## config.mk

```make
export PLATFORM = sky130hd
export DESIGN_NAME = if_fetch_unit_flat
export DESIGN_NICKNAME = d
export VERILOG_FILES = /design/src/rtl/if_fetch_unit_if.sv /design/src/rtl/if_fetch_unit.sv /design/src/flat_wrapper.sv
export SDC_FILE = /design/constraint.sdc
export NUM_CORES = 1
export LEC_CHECK = 0
export BUFFER_PORTS_ARGS = -buffer_cell sky130_fd_sc_hd__buf_4
export CORE_UTILIZATION = 49
export CTS_CLUSTER_DIAMETER = 30
export DETAILED_ROUTE_END_ITERATION = 12
export MAX_ROUTING_LAYER = met4
export PLACE_DENSITY = 0.76
export SYNTH_ARGS = -nofsm -noshare
export SYNTH_HDL_FRONTEND = slang
export SYNTH_SLANG_ARGS = --single-unit
```

## constraint.sdc

```tcl
create_clock -name clk -period 4.6 [get_ports clk]
set_clock_uncertainty 0.2 [all_clocks]
set_input_delay 0.92 -clock clk [delete_from_list [all_inputs] [get_ports clk]]
set_output_delay 0.92 -clock clk [all_outputs]
set_load 0.01 [all_outputs]
```

## src/rtl/if_fetch_unit_if.sv

```systemverilog
// if_fetch_unit_if: bundles the fetch stage's PC-register, instruction-memory
// and decode-side signals.
//   pc_i / flush_i / fetch_stall_o       : PC register side
//   imem_req_o / imem_addr_o / imem_gnt_i
//   imem_rvalid_i / imem_rdata_i         : instruction memory side
//   id_valid_o / id_ready_i / id_pc_o
//   id_inst_o                            : decode side
// modport master is the fetch unit; modport slave is its surroundings.
interface if_fetch_unit_if #(
    parameter int ADDR_W = 32,
    parameter int DATA_W = 32
);
    logic [ADDR_W-1:0] pc_i;
    logic              flush_i;
    logic              fetch_stall_o;
    logic              imem_req_o;
    logic [ADDR_W-1:0] imem_addr_o;
    logic              imem_gnt_i;
    logic              imem_rvalid_i;
    logic [DATA_W-1:0] imem_rdata_i;
    logic              id_valid_o;
    logic              id_ready_i;
    logic [ADDR_W-1:0] id_pc_o;
    logic [DATA_W-1:0] id_inst_o;

    modport master (
        input  pc_i, flush_i, imem_gnt_i, imem_rvalid_i, imem_rdata_i, id_ready_i,
        output fetch_stall_o, imem_req_o, imem_addr_o, id_valid_o, id_pc_o, id_inst_o
    );

    modport slave (
        output pc_i, flush_i, imem_gnt_i, imem_rvalid_i, imem_rdata_i, id_ready_i,
        input  fetch_stall_o, imem_req_o, imem_addr_o, id_valid_o, id_pc_o, id_inst_o
    );
endinterface

```

## src/rtl/if_fetch_unit.sv

```systemverilog
// if_fetch_unit: instruction-fetch stage after the PC register.
// Issues each accepted PC to instruction memory, remembers it in a tag queue,
// pairs returned instructions with their PC in a FIFO towards decode, stalls
// the PC register when out of credit or not granted, and discards wrong-path
// responses after a flush.
//   clk, rst : clock (rising edge), asynchronous active-high reset
//   bus      : if_fetch_unit_if.master (PC, imem and decode handshakes)
module if_fetch_unit #(
    parameter int ADDR_W     = 32,
    parameter int DATA_W     = 32,
    parameter int FIFO_DEPTH = 2
) (
    input  logic            clk,
    input  logic            rst,
    if_fetch_unit_if.master bus
);
    localparam int unsigned PW = $clog2(FIFO_DEPTH);
    localparam int unsigned CW = $clog2(FIFO_DEPTH + 1);

    typedef logic [PW-1:0] ptr_t;
    typedef logic [CW-1:0] cnt_t;

    cnt_t inflight_q, inflight_d;
    cnt_t drop_q, drop_d;
    cnt_t fifo_cnt_q, fifo_cnt_d;
    ptr_t fifo_wr_q, fifo_wr_d, fifo_rd_q, fifo_rd_d;
    ptr_t tag_wr_q, tag_wr_d, tag_rd_q, tag_rd_d;

    logic [ADDR_W-1:0] tag_q      [FIFO_DEPTH];
    logic [ADDR_W-1:0] tag_d      [FIFO_DEPTH];
    logic [ADDR_W-1:0] fifo_pc_q  [FIFO_DEPTH];
    logic [ADDR_W-1:0] fifo_pc_d  [FIFO_DEPTH];
    logic [DATA_W-1:0] fifo_inst_q[FIFO_DEPTH];
    logic [DATA_W-1:0] fifo_inst_d[FIFO_DEPTH];

    logic [CW:0] occupancy;
    logic        credit, accept, resp, resp_drop, push, pop;

    always_comb begin
        // Credit counts both outstanding requests and buffered instructions,
        // so a response always finds a free FIFO slot.
        occupancy = {1'b0, inflight_q} + {1'b0, fifo_cnt_q};
        credit    = occupancy < (CW + 1)'(FIFO_DEPTH);

        bus.imem_req_o    = credit & ~bus.flush_i & ~rst;
        bus.imem_addr_o   = bus.pc_i;
        accept            = bus.imem_req_o & bus.imem_gnt_i;
        bus.fetch_stall_o = ~bus.flush_i & ~accept;

        // A stray rvalid with nothing outstanding is ignored.
        resp      = bus.imem_rvalid_i & (inflight_q != '0);
        resp_drop = resp & (bus.flush_i | (drop_q != '0));
        push      = resp & ~resp_drop;

        bus.id_valid_o = fifo_cnt_q != '0;
        bus.id_pc_o    = fifo_pc_q[fifo_rd_q];
        bus.id_inst_o  = fifo_inst_q[fifo_rd_q];
        pop            = bus.id_valid_o & bus.id_ready_i;

        inflight_d = inflight_q + cnt_t'(accept) - cnt_t'(resp);

        // On flush every still-outstanding request becomes a drop; earlier
        // pending drops are already part of inflight_q.
        drop_d = drop_q;
        if (bus.flush_i) begin
            drop_d = inflight_d;
        end else if (resp_drop) begin
            drop_d = drop_q - cnt_t'(1);
        end

        tag_d    = tag_q;
        tag_wr_d = tag_wr_q;
        tag_rd_d = tag_rd_q;
        if (accept) begin
            tag_d[tag_wr_q] = bus.pc_i;
            tag_wr_d        = tag_wr_q + ptr_t'(1);
        end
        if (resp) begin
            tag_rd_d = tag_rd_q + ptr_t'(1);
        end

        fifo_pc_d   = fifo_pc_q;
        fifo_inst_d = fifo_inst_q;
        fifo_wr_d   = fifo_wr_q;
        fifo_rd_d   = fifo_rd_q;
        fifo_cnt_d  = fifo_cnt_q;
        if (bus.flush_i) begin
            fifo_rd_d  = fifo_wr_q;
            fifo_cnt_d = '0;
        end else begin
            if (push) begin
                fifo_pc_d[fifo_wr_q]   = tag_q[tag_rd_q];
                fifo_inst_d[fifo_wr_q] = bus.imem_rdata_i;
                fifo_wr_d              = fifo_wr_q + ptr_t'(1);
            end
            if (pop) begin
                fifo_rd_d = fifo_rd_q + ptr_t'(1);
            end
            fifo_cnt_d = fifo_cnt_q + cnt_t'(push) - cnt_t'(pop);
        end
    end

    always_ff @(posedge clk or posedge rst) begin
        if (rst) begin
            inflight_q <= '0;
            drop_q     <= '0;
            fifo_cnt_q <= '0;
            fifo_wr_q  <= '0;
            fifo_rd_q  <= '0;
            tag_wr_q   <= '0;
            tag_rd_q   <= '0;
        end else begin
            inflight_q <= inflight_d;
            drop_q     <= drop_d;
            fifo_cnt_q <= fifo_cnt_d;
            fifo_wr_q  <= fifo_wr_d;
            fifo_rd_q  <= fifo_rd_d;
            tag_wr_q   <= tag_wr_d;
            tag_rd_q   <= tag_rd_d;
        end
    end

    // Storage needs no reset: entries are only read once the pointers say valid.
    always_ff @(posedge clk) begin
        tag_q       <= tag_d;
        fifo_pc_q   <= fifo_pc_d;
        fifo_inst_q <= fifo_inst_d;
    end

`ifndef SYNTHESIS
    rvalid_needs_inflight: assert property (
        @(posedge clk) disable iff (rst) bus.imem_rvalid_i |-> (inflight_q != '0)
    );
`endif
endmodule

```

## src/flat_wrapper.sv

```systemverilog
// flat-port wrapper written by rule: the top's interface ports become plain ports
module if_fetch_unit_flat 
#(
    parameter int ADDR_W     = 32,
    parameter int DATA_W     = 32,
    parameter int FIFO_DEPTH = 2
)
  (clk, rst, bus_pc_i, bus_flush_i, bus_imem_gnt_i, bus_imem_rvalid_i, bus_imem_rdata_i, bus_id_ready_i, bus_fetch_stall_o, bus_imem_req_o, bus_imem_addr_o, bus_id_valid_o, bus_id_pc_o, bus_id_inst_o);
  if_fetch_unit_if #(.ADDR_W(ADDR_W), .DATA_W(DATA_W)) bus_i ();
  input  logic clk;
  input  logic rst;
  input wire logic [$bits(bus_i.pc_i)-1:0] bus_pc_i;
  input wire logic [$bits(bus_i.flush_i)-1:0] bus_flush_i;
  input wire logic [$bits(bus_i.imem_gnt_i)-1:0] bus_imem_gnt_i;
  input wire logic [$bits(bus_i.imem_rvalid_i)-1:0] bus_imem_rvalid_i;
  input wire logic [$bits(bus_i.imem_rdata_i)-1:0] bus_imem_rdata_i;
  input wire logic [$bits(bus_i.id_ready_i)-1:0] bus_id_ready_i;
  output wire logic [$bits(bus_i.fetch_stall_o)-1:0] bus_fetch_stall_o;
  output wire logic [$bits(bus_i.imem_req_o)-1:0] bus_imem_req_o;
  output wire logic [$bits(bus_i.imem_addr_o)-1:0] bus_imem_addr_o;
  output wire logic [$bits(bus_i.id_valid_o)-1:0] bus_id_valid_o;
  output wire logic [$bits(bus_i.id_pc_o)-1:0] bus_id_pc_o;
  output wire logic [$bits(bus_i.id_inst_o)-1:0] bus_id_inst_o;
  assign bus_i.pc_i = bus_pc_i;
  assign bus_i.flush_i = bus_flush_i;
  assign bus_i.imem_gnt_i = bus_imem_gnt_i;
  assign bus_i.imem_rvalid_i = bus_imem_rvalid_i;
  assign bus_i.imem_rdata_i = bus_imem_rdata_i;
  assign bus_i.id_ready_i = bus_id_ready_i;
  assign bus_fetch_stall_o = bus_i.fetch_stall_o;
  assign bus_imem_req_o = bus_i.imem_req_o;
  assign bus_imem_addr_o = bus_i.imem_addr_o;
  assign bus_id_valid_o = bus_i.id_valid_o;
  assign bus_id_pc_o = bus_i.id_pc_o;
  assign bus_id_inst_o = bus_i.id_inst_o;
  if_fetch_unit #(.ADDR_W(ADDR_W), .DATA_W(DATA_W), .FIFO_DEPTH(FIFO_DEPTH)) u_core (.clk(clk), .rst(rst), .bus(bus_i));
endmodule
```

==> flow_summary.json <==
{
  "period_needed_ns": 3.33,
  "synthTopCellsByArea": "edfxtp_1, mux2_2, dfrtp_1",
  "r2r-start": "u_core.fifo_cnt_q[0]",
  "grt-ovfl-total": 0,
  "cp-start-kind": "flop",
  "start_util_pct": 50.6,
  "grt_pass1_vias": 4152,
  "rows": 45,
  "synth-seq-cells": 202,
  "area_growth_pct": 32.1,
  "layout-drive-gt1-share_pct": 58.1,
  "setup_violations": 0,
  "maxCapViolCount": 0,
  "powerDensity_mw_per_mm2": 599,
  "grt_pass1_wl_um": 21300,
  "max_freq_ghz": 0.300,
  "final-max-slew-violation-count": 0,
  "post_cts_resized": 0,
  "syn_nets": 464,
  "setup.worst_path.class": "reg -> out",
  "rsz0062_at_grt": "false",
  "cts_hold_buf": 0,
  "p_leak_nw": 3.80,
  "grt_start_max_net_pins": 35,
  "synth_flop_cell": "edfxtp_1",
  "seqCellArea_mm2": 0.00602,
  "clk_pin_slew_ns": 0.05,
  "post-dp-hpwl_um": 8780,
  "wire_per_inst_um": 17.5,
  "final_antenna_net_count": 0,
  "hp-class": "in -> async",
  "yosysTopAreaCellShare_pct": 74.4,
  "fin_tns_setup_ns": 0,
  "n_fill_cell": 1031,
  "numClockSinks": 202,
  "clkLatencyLatePin_ns": 0.49,
  "status": "finished clean",
  "dpl.cell_count": 730,
  "drcViolationCount": 0,
  "yosys_warnings": 0,
  "critPathMaxFanout": 5,
  "nets": 633,
  "gp_congestion": 0.713,
  "clockBufferDepth": 3,
  "cts_inserted_buffers": 37,
  "synth_top_cell_by_area": "edfxtp_1",
  "cp-startpoint": "u_core.fifo_cnt_q[0]",
  "dieArea_mm2": 0.0163,
  "ctsRootBufferMaster": "clkbuf_16",
  "ys_seq_area_share_pct": 77.7,
  "viasPerCell": 4.95,
  "ioPinCount": 169,
  "synth_edf_count": 192,
  "finalHoldViolCount": 0,
  "multiInputGateArea_mm2": 0.00141,
  "numPortBuffers": 168,
  "synth_most_common_cell": "edfxtp_1",
  "vias": 3941,
  "finalNonFillerCells": 796,
  "endpoint_kind": "output port",
  "cts_tree": "yes",
  "hold_ws_ns": 0.240,
  "synth_area_mm2": 0.00774,
  "tightest_slew_ns": 0.987,
  "synth_common_cells": "edfxtp_1, mux2_2, buf_4",
  "die_w_um": 128,
  "diodes": 0,
  "grtUsageTotal_pct": 18.2,
  "routed_wl_um": 14000,
  "drtPass1Iterations": 4,
  "antenna_found_initial": 0,
  "async_flop_share_pct": 4.95,
  "syn_inst": 389,
  "dieHeight_um": 128,
  "postCtsSetupBuffers": 0,
  "peakVddDrop_uv": 396,
  "relSlewSlack_pct": 34.1,
  "cp.required_ns": 3.48,
  "drt_iter0_drc": 209,
  "post_synth_num_cell_types": 26,
  "period_share_pct": 72.5,
  "arrival_ns": 2.21,
  "synth.avg_cell_area_um2": 19.9,
  "htreeDepth": 2,
  "core-area_mm2": 0.0153
}
-- logic make-up (layout without fill, tap and decap cells) --
logic type | after synthesis | after routing | share of synthesized area (%)
compound gates | 8 | 8 | 0.630
xor+xnor | 9 | 9 | 1.02
fa+ha+maj | 5 | 5 | 0.905
buf+inv | 52 | 248 | 4.35
flops | 202 | 202 | 77.7
mux | 96 | 96 | 14.0
simple gates | 17 | 17 | 1.47
-- metrics by stage --
stage                     total power, mW  util [%]  setup WS [ns]  area, um^2
after CTS                            6.20      66.8           1.23       10200
after detailed placement             3.62      59.0           1.49        9040
after global placement               3.58      59.0           1.56        9040
after global routing                 6.37      66.8           1.11       10200
after floorplan                      3.14         -          0.944        7750
final                                6.13      66.8           1.27       10200
-- state kept, by name, indices dropped and copies added (netlist names) --
signal              cells
u_core.tag_q           64
u_core.fifo_rd_q        1
u_core.fifo_pc_q       64
u_core.tag_rd_q         1
u_core.fifo_wr_q        1
u_core.drop_q           2
u_core.fifo_inst_q     64
u_core.tag_wr_q         1
u_core.inflight_q       2
u_core.fifo_cnt_q       2
-- per-layer routing --
layer | wire length [um] | part of all wire (%) | GRT usage, % | vias up
met4 | 405 | 2.9 | 9.13 | 0
met5 | 0 | 0 | - | -
met1 | 5750 | 41 | 21.4 | 1936
met3 | 990 | 7.1 | 4.05 | 35
li1 | - | - | - | 1802
met2 | 6820 | 49 | 29.5 | 168
-- critical path: stages, from the launching register on --
cell and delay (ns):
dfrtp_1 0.38, inv_1 0.08, nor2_1 0.07, fa_1 0.52, nor4_4 0.40, a21oi_1 0.12
buf_4 0.15
-- cell usage in the layout, fill, tap and decap left out, types with 2 or more instances in the layout --
| cell type | n |
|---|---|
| clkinvlp_4 | 7 |
| nor2_1 | 3 |
| clkbuf_16 | 37 |
| buf_4 | 173 |
| nand2_1 | 2 |
| mux2_2 | 96 |
| clkinv_4 | 4 |
| a31oi_1 | 2 |
| clkinv_2 | 4 |
| inv_1 | 8 |
| dfrtp_1 | 9 |
| xor2_1 | 4 |
| clkbuf_1 | 3 |
| or3_1 | 2 |
| inv_6 | 6 |
| edfxtp_1 | 192 |
| clkinv_1 | 2 |
| xnor2_1 | 5 |
| ha_1 | 4 |
| bufinv_16 | 3 |
| o21ai_0 | 3 |
-- final cells by class --
type / instances / share of cell area [%]
Sequential cell: 202 / 58.8
Clock buffer: 40 / 9.16
Tap cell: 211 / 2.58
Clock inverter: 26 / 2.52
Multi-Input combinational cell: 135 / 13.8
Timing Repair Buffer: 174 / 12.9
Inverter: 8 / 0.293
-- final timing paths --
path / endpoint / slack (ns) / depth (start not counted)
worst max register to register: u_core.tag_q[37] / 1.56 / 6
worst max-delay path: bus_fetch_stall_o / 1.27 / 6
min in group clk: u_core.tag_wr_q / 0.35 / 1
worst min-delay path: u_core.fifo_cnt_q[1] / 0.24 / 2
worst min register to register: u_core.tag_wr_q / 0.35 / 1
max in group asynchronous: u_core.fifo_rd_q / 3.65 / 2
-- report_power, final --
group          internal, mW  leakage, nW  total (mW)  switching, mW
Combinational         0.659         1.38        1.24          0.578
Clock                  1.66        0.565        2.55          0.894
Sequential             2.24         1.85        2.34          0.105
Note: power is estimated with default switching activity, not from simulation.
